<file path="src/rtl/clock_display_driver_pkg.sv">
// Shared constants and BCD helpers for the clock display path.
// Combinational content only; no latency.
// No handshake; values are consumed as-is.
package clock_disp_pkg;

  // Active-high segment patterns, bit order {g,f,e,d,c,b,a}
  localparam logic [6:0] SEG_0     = 7'h3F;
  localparam logic [6:0] SEG_1     = 7'h06;
  localparam logic [6:0] SEG_2     = 7'h5B;
  localparam logic [6:0] SEG_3     = 7'h4F;
  localparam logic [6:0] SEG_4     = 7'h66;
  localparam logic [6:0] SEG_5     = 7'h6D;
  localparam logic [6:0] SEG_6     = 7'h7D;
  localparam logic [6:0] SEG_7     = 7'h07;
  localparam logic [6:0] SEG_8     = 7'h7F;
  localparam logic [6:0] SEG_9     = 7'h6F;
  localparam logic [6:0] SEG_DASH  = 7'h40;
  localparam logic [6:0] SEG_BLANK = 7'h00;

  // Scan order: rightmost digit first
  localparam logic [2:0] DIG_SEC_ONES = 3'd0;
  localparam logic [2:0] DIG_SEC_TENS = 3'd1;
  localparam logic [2:0] DIG_MIN_ONES = 3'd2;
  localparam logic [2:0] DIG_MIN_TENS = 3'd3;
  localparam logic [2:0] DIG_HR_ONES  = 3'd4;
  localparam logic [2:0] DIG_HR_TENS  = 3'd5;

  localparam logic [5:0] MAX_SEC = 6'd59;
  localparam logic [5:0] MAX_MIN = 6'd59;
  localparam logic [5:0] MAX_HR  = 6'd23;

  // Tens digit by compare chain; fields never exceed 63 so no divider is needed
  function automatic logic [3:0] bcd_tens(input logic [5:0] v);
    if (v >= 6'd60)      return 4'd6;
    else if (v >= 6'd50) return 4'd5;
    else if (v >= 6'd40) return 4'd4;
    else if (v >= 6'd30) return 4'd3;
    else if (v >= 6'd20) return 4'd2;
    else if (v >= 6'd10) return 4'd1;
    else                 return 4'd0;
  endfunction

  function automatic logic [3:0] bcd_ones(input logic [5:0] v);
    logic [5:0] r;
    r = v - (6'(bcd_tens(v)) * 6'd10);
    return r[3:0];
  endfunction

endpackage

</file>
<file path="src/rtl/clock_display_driver_if.sv">
// Time-in / display-out bundle between clock core, display driver and pins.
// Wires only; no latency.
// No backpressure; the driver samples time whenever it starts a frame.
interface clock_display_driver_if;
  logic [5:0] seconds;
  logic [5:0] minutes;
  logic [4:0] hours;
  logic [6:0] seg;
  logic       dp;
  logic [5:0] an;
  logic       frame_start;

  modport master (output seconds, minutes, hours,
                  input  seg, dp, an, frame_start);
  modport slave  (input  seconds, minutes, hours,
                  output seg, dp, an, frame_start);
endinterface

</file>
<file path="src/rtl/clock_display_driver_seg7_encode.sv">
// BCD digit to active-high seven-segment pattern with dash/blank override.
// Purely combinational.
// No handshake.
module seg7_encode (
  input  logic [3:0] bcd,
  input  logic       dash,
  input  logic       blank,
  output logic [6:0] seg
);
  import clock_disp_pkg::*;

  // Dash wins over blank so an invalid field is never hidden
  always_comb begin
    seg = SEG_DASH;
    if (dash) begin
      seg = SEG_DASH;
    end else if (blank) begin
      seg = SEG_BLANK;
    end else begin
      case (bcd)
        4'd0:    seg = SEG_0;
        4'd1:    seg = SEG_1;
        4'd2:    seg = SEG_2;
        4'd3:    seg = SEG_3;
        4'd4:    seg = SEG_4;
        4'd5:    seg = SEG_5;
        4'd6:    seg = SEG_6;
        4'd7:    seg = SEG_7;
        4'd8:    seg = SEG_8;
        4'd9:    seg = SEG_9;
        default: seg = SEG_DASH;
      endcase
    end
  end
endmodule

</file>
<file path="src/rtl/clock_display_driver.sv">
// Snapshots HH:MM:SS once per frame and scans six multiplexed 7-seg digits.
// Outputs change on the same edge that consumes the advance strobe (1 cycle).
// No backpressure; free-running scan, inputs are sampled only at frame start.
module clock_display_driver #(
  parameter int REFRESH_DIV        = 50000,
  parameter int ACTIVE_LOW         = 1,
  parameter int BLANK_LEADING_ZERO = 0
) (
  input  logic                   clk,
  input  logic                   rst,
  clock_display_driver_if.slave  bus
);
  import clock_disp_pkg::*;

  localparam logic [20:0] DIV_LAST = 21'(REFRESH_DIV - 1);
  localparam logic        INV      = (ACTIVE_LOW != 0);
  localparam logic        BLANK_EN = (BLANK_LEADING_ZERO != 0);

  logic [20:0] div_q;
  logic        running_q;
  logic [2:0]  idx_q, idx_d;
  logic [5:0]  sec_q, sec_d, min_q, min_d;
  logic [4:0]  hr_q, hr_d;
  logic        adv, new_frame;
  logic [3:0]  dig_bcd;
  logic        dig_dash, dig_blank;
  logic [6:0]  seg_raw;
  logic [6:0]  seg_q;
  logic        dp_q;
  logic [5:0]  an_q;
  logic        frame_start_q;

  // Next-state for scan index and snapshot; outputs are encoded from these
  // so the new digit appears on the very edge that takes the advance
  always_comb begin
    adv       = (div_q == DIV_LAST);
    new_frame = adv && (!running_q || (idx_q == DIG_HR_TENS));
    idx_d     = idx_q;
    if (adv && running_q)
      idx_d = (idx_q == DIG_HR_TENS) ? DIG_SEC_ONES : idx_q + 3'd1;
    sec_d = new_frame ? bus.seconds : sec_q;
    min_d = new_frame ? bus.minutes : min_q;
    hr_d  = new_frame ? bus.hours   : hr_q;
  end

  // Select the digit for the upcoming index; out-of-range fields show dashes
  always_comb begin
    dig_bcd   = 4'd0;
    dig_dash  = 1'b0;
    dig_blank = 1'b0;
    case (idx_d)
      DIG_SEC_ONES: begin dig_bcd = bcd_ones(sec_d); dig_dash = (sec_d > MAX_SEC); end
      DIG_SEC_TENS: begin dig_bcd = bcd_tens(sec_d); dig_dash = (sec_d > MAX_SEC); end
      DIG_MIN_ONES: begin dig_bcd = bcd_ones(min_d); dig_dash = (min_d > MAX_MIN); end
      DIG_MIN_TENS: begin dig_bcd = bcd_tens(min_d); dig_dash = (min_d > MAX_MIN); end
      DIG_HR_ONES:  begin dig_bcd = bcd_ones({1'b0, hr_d}); dig_dash = ({1'b0, hr_d} > MAX_HR); end
      DIG_HR_TENS: begin
        dig_bcd   = bcd_tens({1'b0, hr_d});
        dig_dash  = ({1'b0, hr_d} > MAX_HR);
        dig_blank = BLANK_EN && (dig_bcd == 4'd0);
      end
      default: dig_dash = 1'b1;
    endcase
  end

  seg7_encode u_seg7_encode (
    .bcd   (dig_bcd),
    .dash  (dig_dash),
    .blank (dig_blank),
    .seg   (seg_raw)
  );

  // Divider, scan index, snapshot and registered pin outputs
  always_ff @(posedge clk) begin
    if (rst) begin
      div_q         <= '0;
      running_q     <= 1'b0;
      idx_q         <= DIG_SEC_ONES;
      sec_q         <= '0;
      min_q         <= '0;
      hr_q          <= '0;
      seg_q         <= {7{INV}};
      dp_q          <= INV;
      an_q          <= {6{INV}};
      frame_start_q <= 1'b0;
    end else begin
      div_q         <= adv ? 21'd0 : div_q + 21'd1;
      frame_start_q <= new_frame;
      if (adv) begin
        running_q <= 1'b1;
        idx_q     <= idx_d;
        sec_q     <= sec_d;
        min_q     <= min_d;
        hr_q      <= hr_d;
        seg_q     <= seg_raw ^ {7{INV}};
        dp_q      <= ((idx_d == DIG_MIN_ONES) || (idx_d == DIG_HR_ONES)) ^ INV;
        an_q      <= (6'd1 << idx_d) ^ {6{INV}};
      end
    end
  end

  assign bus.seg         = seg_q;
  assign bus.dp          = dp_q;
  assign bus.an          = an_q;
  assign bus.frame_start = frame_start_q;

endmodule

</file>
<file path="src/flat_wrapper.sv">
// flat-port wrapper written by rule: the top's interface ports become plain ports
module clock_display_driver_flat import clock_disp_pkg::*;
#(
  parameter int REFRESH_DIV        = 50000,
  parameter int ACTIVE_LOW         = 1,
  parameter int BLANK_LEADING_ZERO = 0
)
  (clk, rst, bus_seconds, bus_minutes, bus_hours, bus_seg, bus_dp, bus_an, bus_frame_start);
  clock_display_driver_if bus_i ();
  input  logic clk;
  input  logic rst;
  input wire logic [$bits(bus_i.seconds)-1:0] bus_seconds;
  input wire logic [$bits(bus_i.minutes)-1:0] bus_minutes;
  input wire logic [$bits(bus_i.hours)-1:0] bus_hours;
  output wire logic [$bits(bus_i.seg)-1:0] bus_seg;
  output wire logic [$bits(bus_i.dp)-1:0] bus_dp;
  output wire logic [$bits(bus_i.an)-1:0] bus_an;
  output wire logic [$bits(bus_i.frame_start)-1:0] bus_frame_start;
  assign bus_i.seconds = bus_seconds;
  assign bus_i.minutes = bus_minutes;
  assign bus_i.hours = bus_hours;
  assign bus_seg = bus_i.seg;
  assign bus_dp = bus_i.dp;
  assign bus_an = bus_i.an;
  assign bus_frame_start = bus_i.frame_start;
  clock_display_driver #(.REFRESH_DIV(REFRESH_DIV), .ACTIVE_LOW(ACTIVE_LOW), .BLANK_LEADING_ZERO(BLANK_LEADING_ZERO)) u_core (.clk(clk), .rst(rst), .bus(bus_i));
endmodule
</file>
<file path="config.mk">
export PLATFORM = sky130hd
export DESIGN_NAME = clock_display_driver_flat
export DESIGN_NICKNAME = d
export VERILOG_FILES = /design/src/rtl/clock_display_driver_pkg.sv /design/src/rtl/clock_display_driver_if.sv /design/src/rtl/clock_display_driver_seg7_encode.sv /design/src/rtl/clock_display_driver.sv /design/src/flat_wrapper.sv
export SDC_FILE = /design/constraint.sdc
export NUM_CORES = 1
export LEC_CHECK = 0
export BUFFER_PORTS_ARGS = -buffer_cell sky130_fd_sc_hd__clkbuf_2
export CORE_MARGIN = 8
export CORE_UTILIZATION = 55
export DETAILED_ROUTE_END_ITERATION = 10
export PLACE_DENSITY = 0.75
export SYNTH_ARGS = -nofsm -noshare
export SYNTH_HDL_FRONTEND = slang
export SYNTH_SLANG_ARGS = --single-unit
</file>
<file path="constraint.sdc">
create_clock -name clk -period 5.6 [get_ports clk]
set_input_delay 0.84 -clock clk [delete_from_list [all_inputs] [get_ports clk]]
set_output_delay 0.84 -clock clk [all_outputs]
set_load 0.01 [all_outputs]
</file>
==> PnR_summary.wiki <==
{| class="wikitable"
! Metric !! Value
|-
| Setup crit start kind || flip-flop
|-
| Skew final || 0.0142 ns
|-
| Number of antenna-violating nets in the routed design || 0
|-
| Initial standard-cell utilization of the core || a little under three fifths
|-
| Endpoint required time on the critical path || slightly below 6 ns
|-
| Hold Buf Count CTS || 0
|-
| Number of DRC markers in iteration 0 || 200
|-
| Share of layout cells above drive strength 1 || 13.9%
|-
| Number of max-cap violations || 0
|-
| Area of the mapped netlist || around 0.0037 mm2
|-
| Crit path capture type || flip-flop
|-
| Share of async-settable or async-resettable flops after synthesis || 0%
|-
| Floorplan die area || about 0.0096 mm2
|-
| Power share of the combinational group || 4.9%
|-
| DR WL/cell || 15.3 um
|-
| Peak supply drop || about 150 uV
|-
| Maximum number of pins on one net before global-route repair || 35
|-
| Cells taking the most area after synthesis || dfxtp_1, nor2_1, mux2i_1, nand2_1, a21oi_1
|-
| Tightest Hold Check Type || flip-flop to flip-flop
|-
| Number of clock buffers inserted by TritonCTS || 9
|-
| Commonest cells in the synthesized netlist || nor2_1, dfxtp_1, nand2_1, a21oi_1, mux2i_1
|-
| Number of diodes || 0
|-
| Clock-pin slew reported for the worst setup and hold paths after clock tree synthesis || 0.08 ns
|-
| Number of enable-type register cells in the synthesized netlist || 0
|-
| Fill cell total of the finished layout || between 600 and 700
|-
| Main synth FF type || dfxtp_1
|-
| Measured slew at the worst slew-check pin || between 0.9 and 1 ns
|-
| Result of the run || finished clean
|-
| Share of total power consumed by net switching || between 20% and 30%
|-
| Die Wd || approximately 98 um
|-
| Top fanout value on the critical path || 15
|-
| Fraction of the cycle the final worst path needs || 79.8%
|-
| Initial antenna violation count || 0
|-
| Floorplan die height || 97.9 um
|-
| Grt total ovfl || 0
|-
| CTS tree || built
|-
| Total global routing track utilization || 18.4%
|-
| Global-route wire length before repair || 14600 um
|-
| Vias in the first global route || between 3000 and 4000
|-
| Endpoint of the worst register-to-register path || u_core.bus.seg[0]
|-
| Post-route minimum period || roughly 4.5 ns
|-
| Hpwl dp || 6260 um
|-
| Startpoint of the worst register-to-register path || u_core.div_q[0]
|-
| Critical path type || flip-flop to flip-flop
|-
| Post-synthesis cell type with the largest combined area || dfxtp_1
|-
| Synth warn || 0
|-
| Final Setup Violations || 0
|-
| Mean cell area of the mapped netlist || 8.03 um2
|-
| Post-Route M1 WL || 4110 um
|-
| Number of endpoints with negative hold slack in the final report || 0
|-
| Post_cts resized || 0
|-
| Global placement routability congestion || 0.905
|-
| Switching power || 0.208 mW
|-
| Routed wire length on met2 || roughly 3800 um
|-
| Cell variety after synth || 64
|-
| Area share of the largest cell type after synthesis || 31.0%
|-
| Setup TNS || 0 ns
|-
| Design Power || roughly 0.85 mW
|-
| Pre-antenna DRT Iters || 4
|-
| Post-CTS Setup Inserts || 0
|-
| Portion of total power attributed to sequential cells || 48.1%
|-
| Unrepaired setup endpoints after global routing || no
|-
| Max-slew headroom || 37.2%
|-
| Critical path data arrival time || 4.69 ns
|-
| Num rows || 30
|-
| Leakage Power || ~1.5 nW
|-
| Sinks on Clock Net || 57
|-
| Detailed-route wire length || ~8600 um
|-
| Clock network latency to the later pin of the worst-skew pair || around 0.35 ns
|-
| Core Footprint || 0.00664 mm2
|-
| Number of placed I/O pins || 34
|-
| Worst hold path depth || 1
|-
| Post-layout util || 61.0%
|-
| CTS max path bufs || 2
|-
| Worst hold start || u_core.bus.an[0]
|-
| Clock Root Buffer || clkbuf_8
|-
| Portion of the post-synthesis area used by sequential elements || a little under a third
|-
| Via count || 3327
|-
| Routed wl met3 || approximately 560 um
|-
| Number of I/O port buffers || 33
|-
| Number of synthesized register bits || 57
|-
| Number of remaining DRC errors || 0
|-
| Peak Freq || about 220 MHz
|-
| Most common cell in the netlist || nor2_1
|-
| Hold Path End || u_core.bus.an[0]
|-
| Nets in the synthesized netlist || ~490
|-
| Slew Viols, Final || 0
|-
| R2r worst-path depth || 17
|-
| Highest routing layer actually used || met4
|-
| Internal Dissipation || 0.641 mW
|-
| Total power density per cell area || between 200 and 250 mW/mm2
|-
| Signed area change from the synthesized netlist to the final layout || 9.98%
|-
| Number of nets in the layout || around 510
|-
| Clock share of power || between 40% and 50%
|-
| Number of instances in the synthesized netlist || 459
|-
| Flop-to-flop setup slack || between 1 and 1.5 ns
|-
| Deepest level of the CTS H-tree || 3
|-
| Drt via density || between 5 and 6
|}
## sequential cells by signal, indices dropped and copies added (netlist names)
register and flops:
u_core.bus.an 6, u_core.bus.dp 1, u_core.bus.frame_start 1, u_core.bus.seg 7
u_core.div_q 21, u_core.hr_q 5, u_core.idx_q 3, u_core.min_q 6
u_core.running_q 1, u_core.sec_q 6
## cell type report
class	count	area, um2	area share (%)
clock buffer	10	138	3.40
clock inverter	6	66.3	1.64
inverter	15	56.3	1.39
multi-input combinational	358	2370	58.5
sequential	57	1140	28.2
tap	80	100	2.47
timing repair buffer	35	180	4.45
## metrics by stage
stage,setup slack (ns),hold slack (ns),instances,instance area (um2)
2_1_floorplan,1.33,0.413,459,3680
3_3_place_gp,1.36,0.423,545,3850
3_5_place_dp,1.30,0.436,545,3850
4_1_cts,1.24,0.466,561,4050
5_1_grt,0.759,0.479,561,4050
6_report,1.13,0.464,561,4050
## how the worst max path moves through the flow
stage               startpoint                 to  depth (start not counted)
2_1_floorplan  u_core.div_q[0]  u_core.bus.seg[0]                         20
3_3_place_gp   u_core.div_q[0]  u_core.bus.seg[0]                         15
3_5_place_dp   u_core.div_q[0]  u_core.bus.seg[3]                         15
4_1_cts        u_core.div_q[0]  u_core.bus.seg[3]                         17
5_1_grt        u_core.div_q[0]  u_core.bus.seg[3]                         17
6_report       u_core.div_q[0]  u_core.bus.seg[0]                         17
## logic make-up after synthesis
family                     synth area share [%]
muxes                                      7.54
DFF                                        31.0
AOI/OAI and AO/OA                          17.4
xor gates and xnor gates                   6.42
buffers and inverters                      4.69
adders and majority gates                  5.84
and+or+nand+nor                            27.2
## critical path, stage by stage (launching register included)
cell and delay (ns):
dfxtp_1 0.37, ha_1 0.19, and3_1 0.26, nand2_1 0.19, nor3_4 0.66, buf_4 0.31, o21ai_0 0.11, nand2_1 0.09
ha_1 0.16, fa_1 0.43, mux2_2 0.29, o22ai_1 0.13, nand2_1 0.06, o21ai_0 0.24, nor3_1 0.17, and2_1 0.22
a2111oi_0 0.38, nor3_1 0.08
## layer usage
layer	vias to the layer above	global-route usage, %
met3	16	4.62
met4	0	7.79
met5	-	0
met1	1555	24.2
li1	1656	-
met2	100	27.8
## placed cells by master, fill, tap and decap left out, types with 3 or more instances in the layout
master and instances:
fa_1 3, o22ai_1 3, a31oi_1 7, mux2i_1 21, dfxtp_1 57, o2111ai_1 4
nand3_1 12, and2_1 3, nand4_1 5, nor3_1 10, clkbuf_8 10, ha_1 10
maj3_1 3, o21bai_1 3, o21ai_0 13, nor2b_1 11, a211oi_1 4, inv_1 15
clkbuf_2 33, nand2b_1 12, a211o_1 6, nand2_1 47, and3_1 9, nor2_1 64
xnor2_1 13, xor2_1 14, clkinvlp_4 3, a21oi_1 26, or3_1 4, o211ai_1 9
## power groups by stage
stage               sequential, mW  clock [mW]  combinational [mW]
global route                 0.408       0.420              0.0472
detailed placement           0.417           0              0.0413
global placement             0.417           0              0.0400
floorplan                    0.417           0              0.0282
finish                       0.408       0.399              0.0420
CTS                          0.408       0.406              0.0418
(Power assumes the default switching activity.)
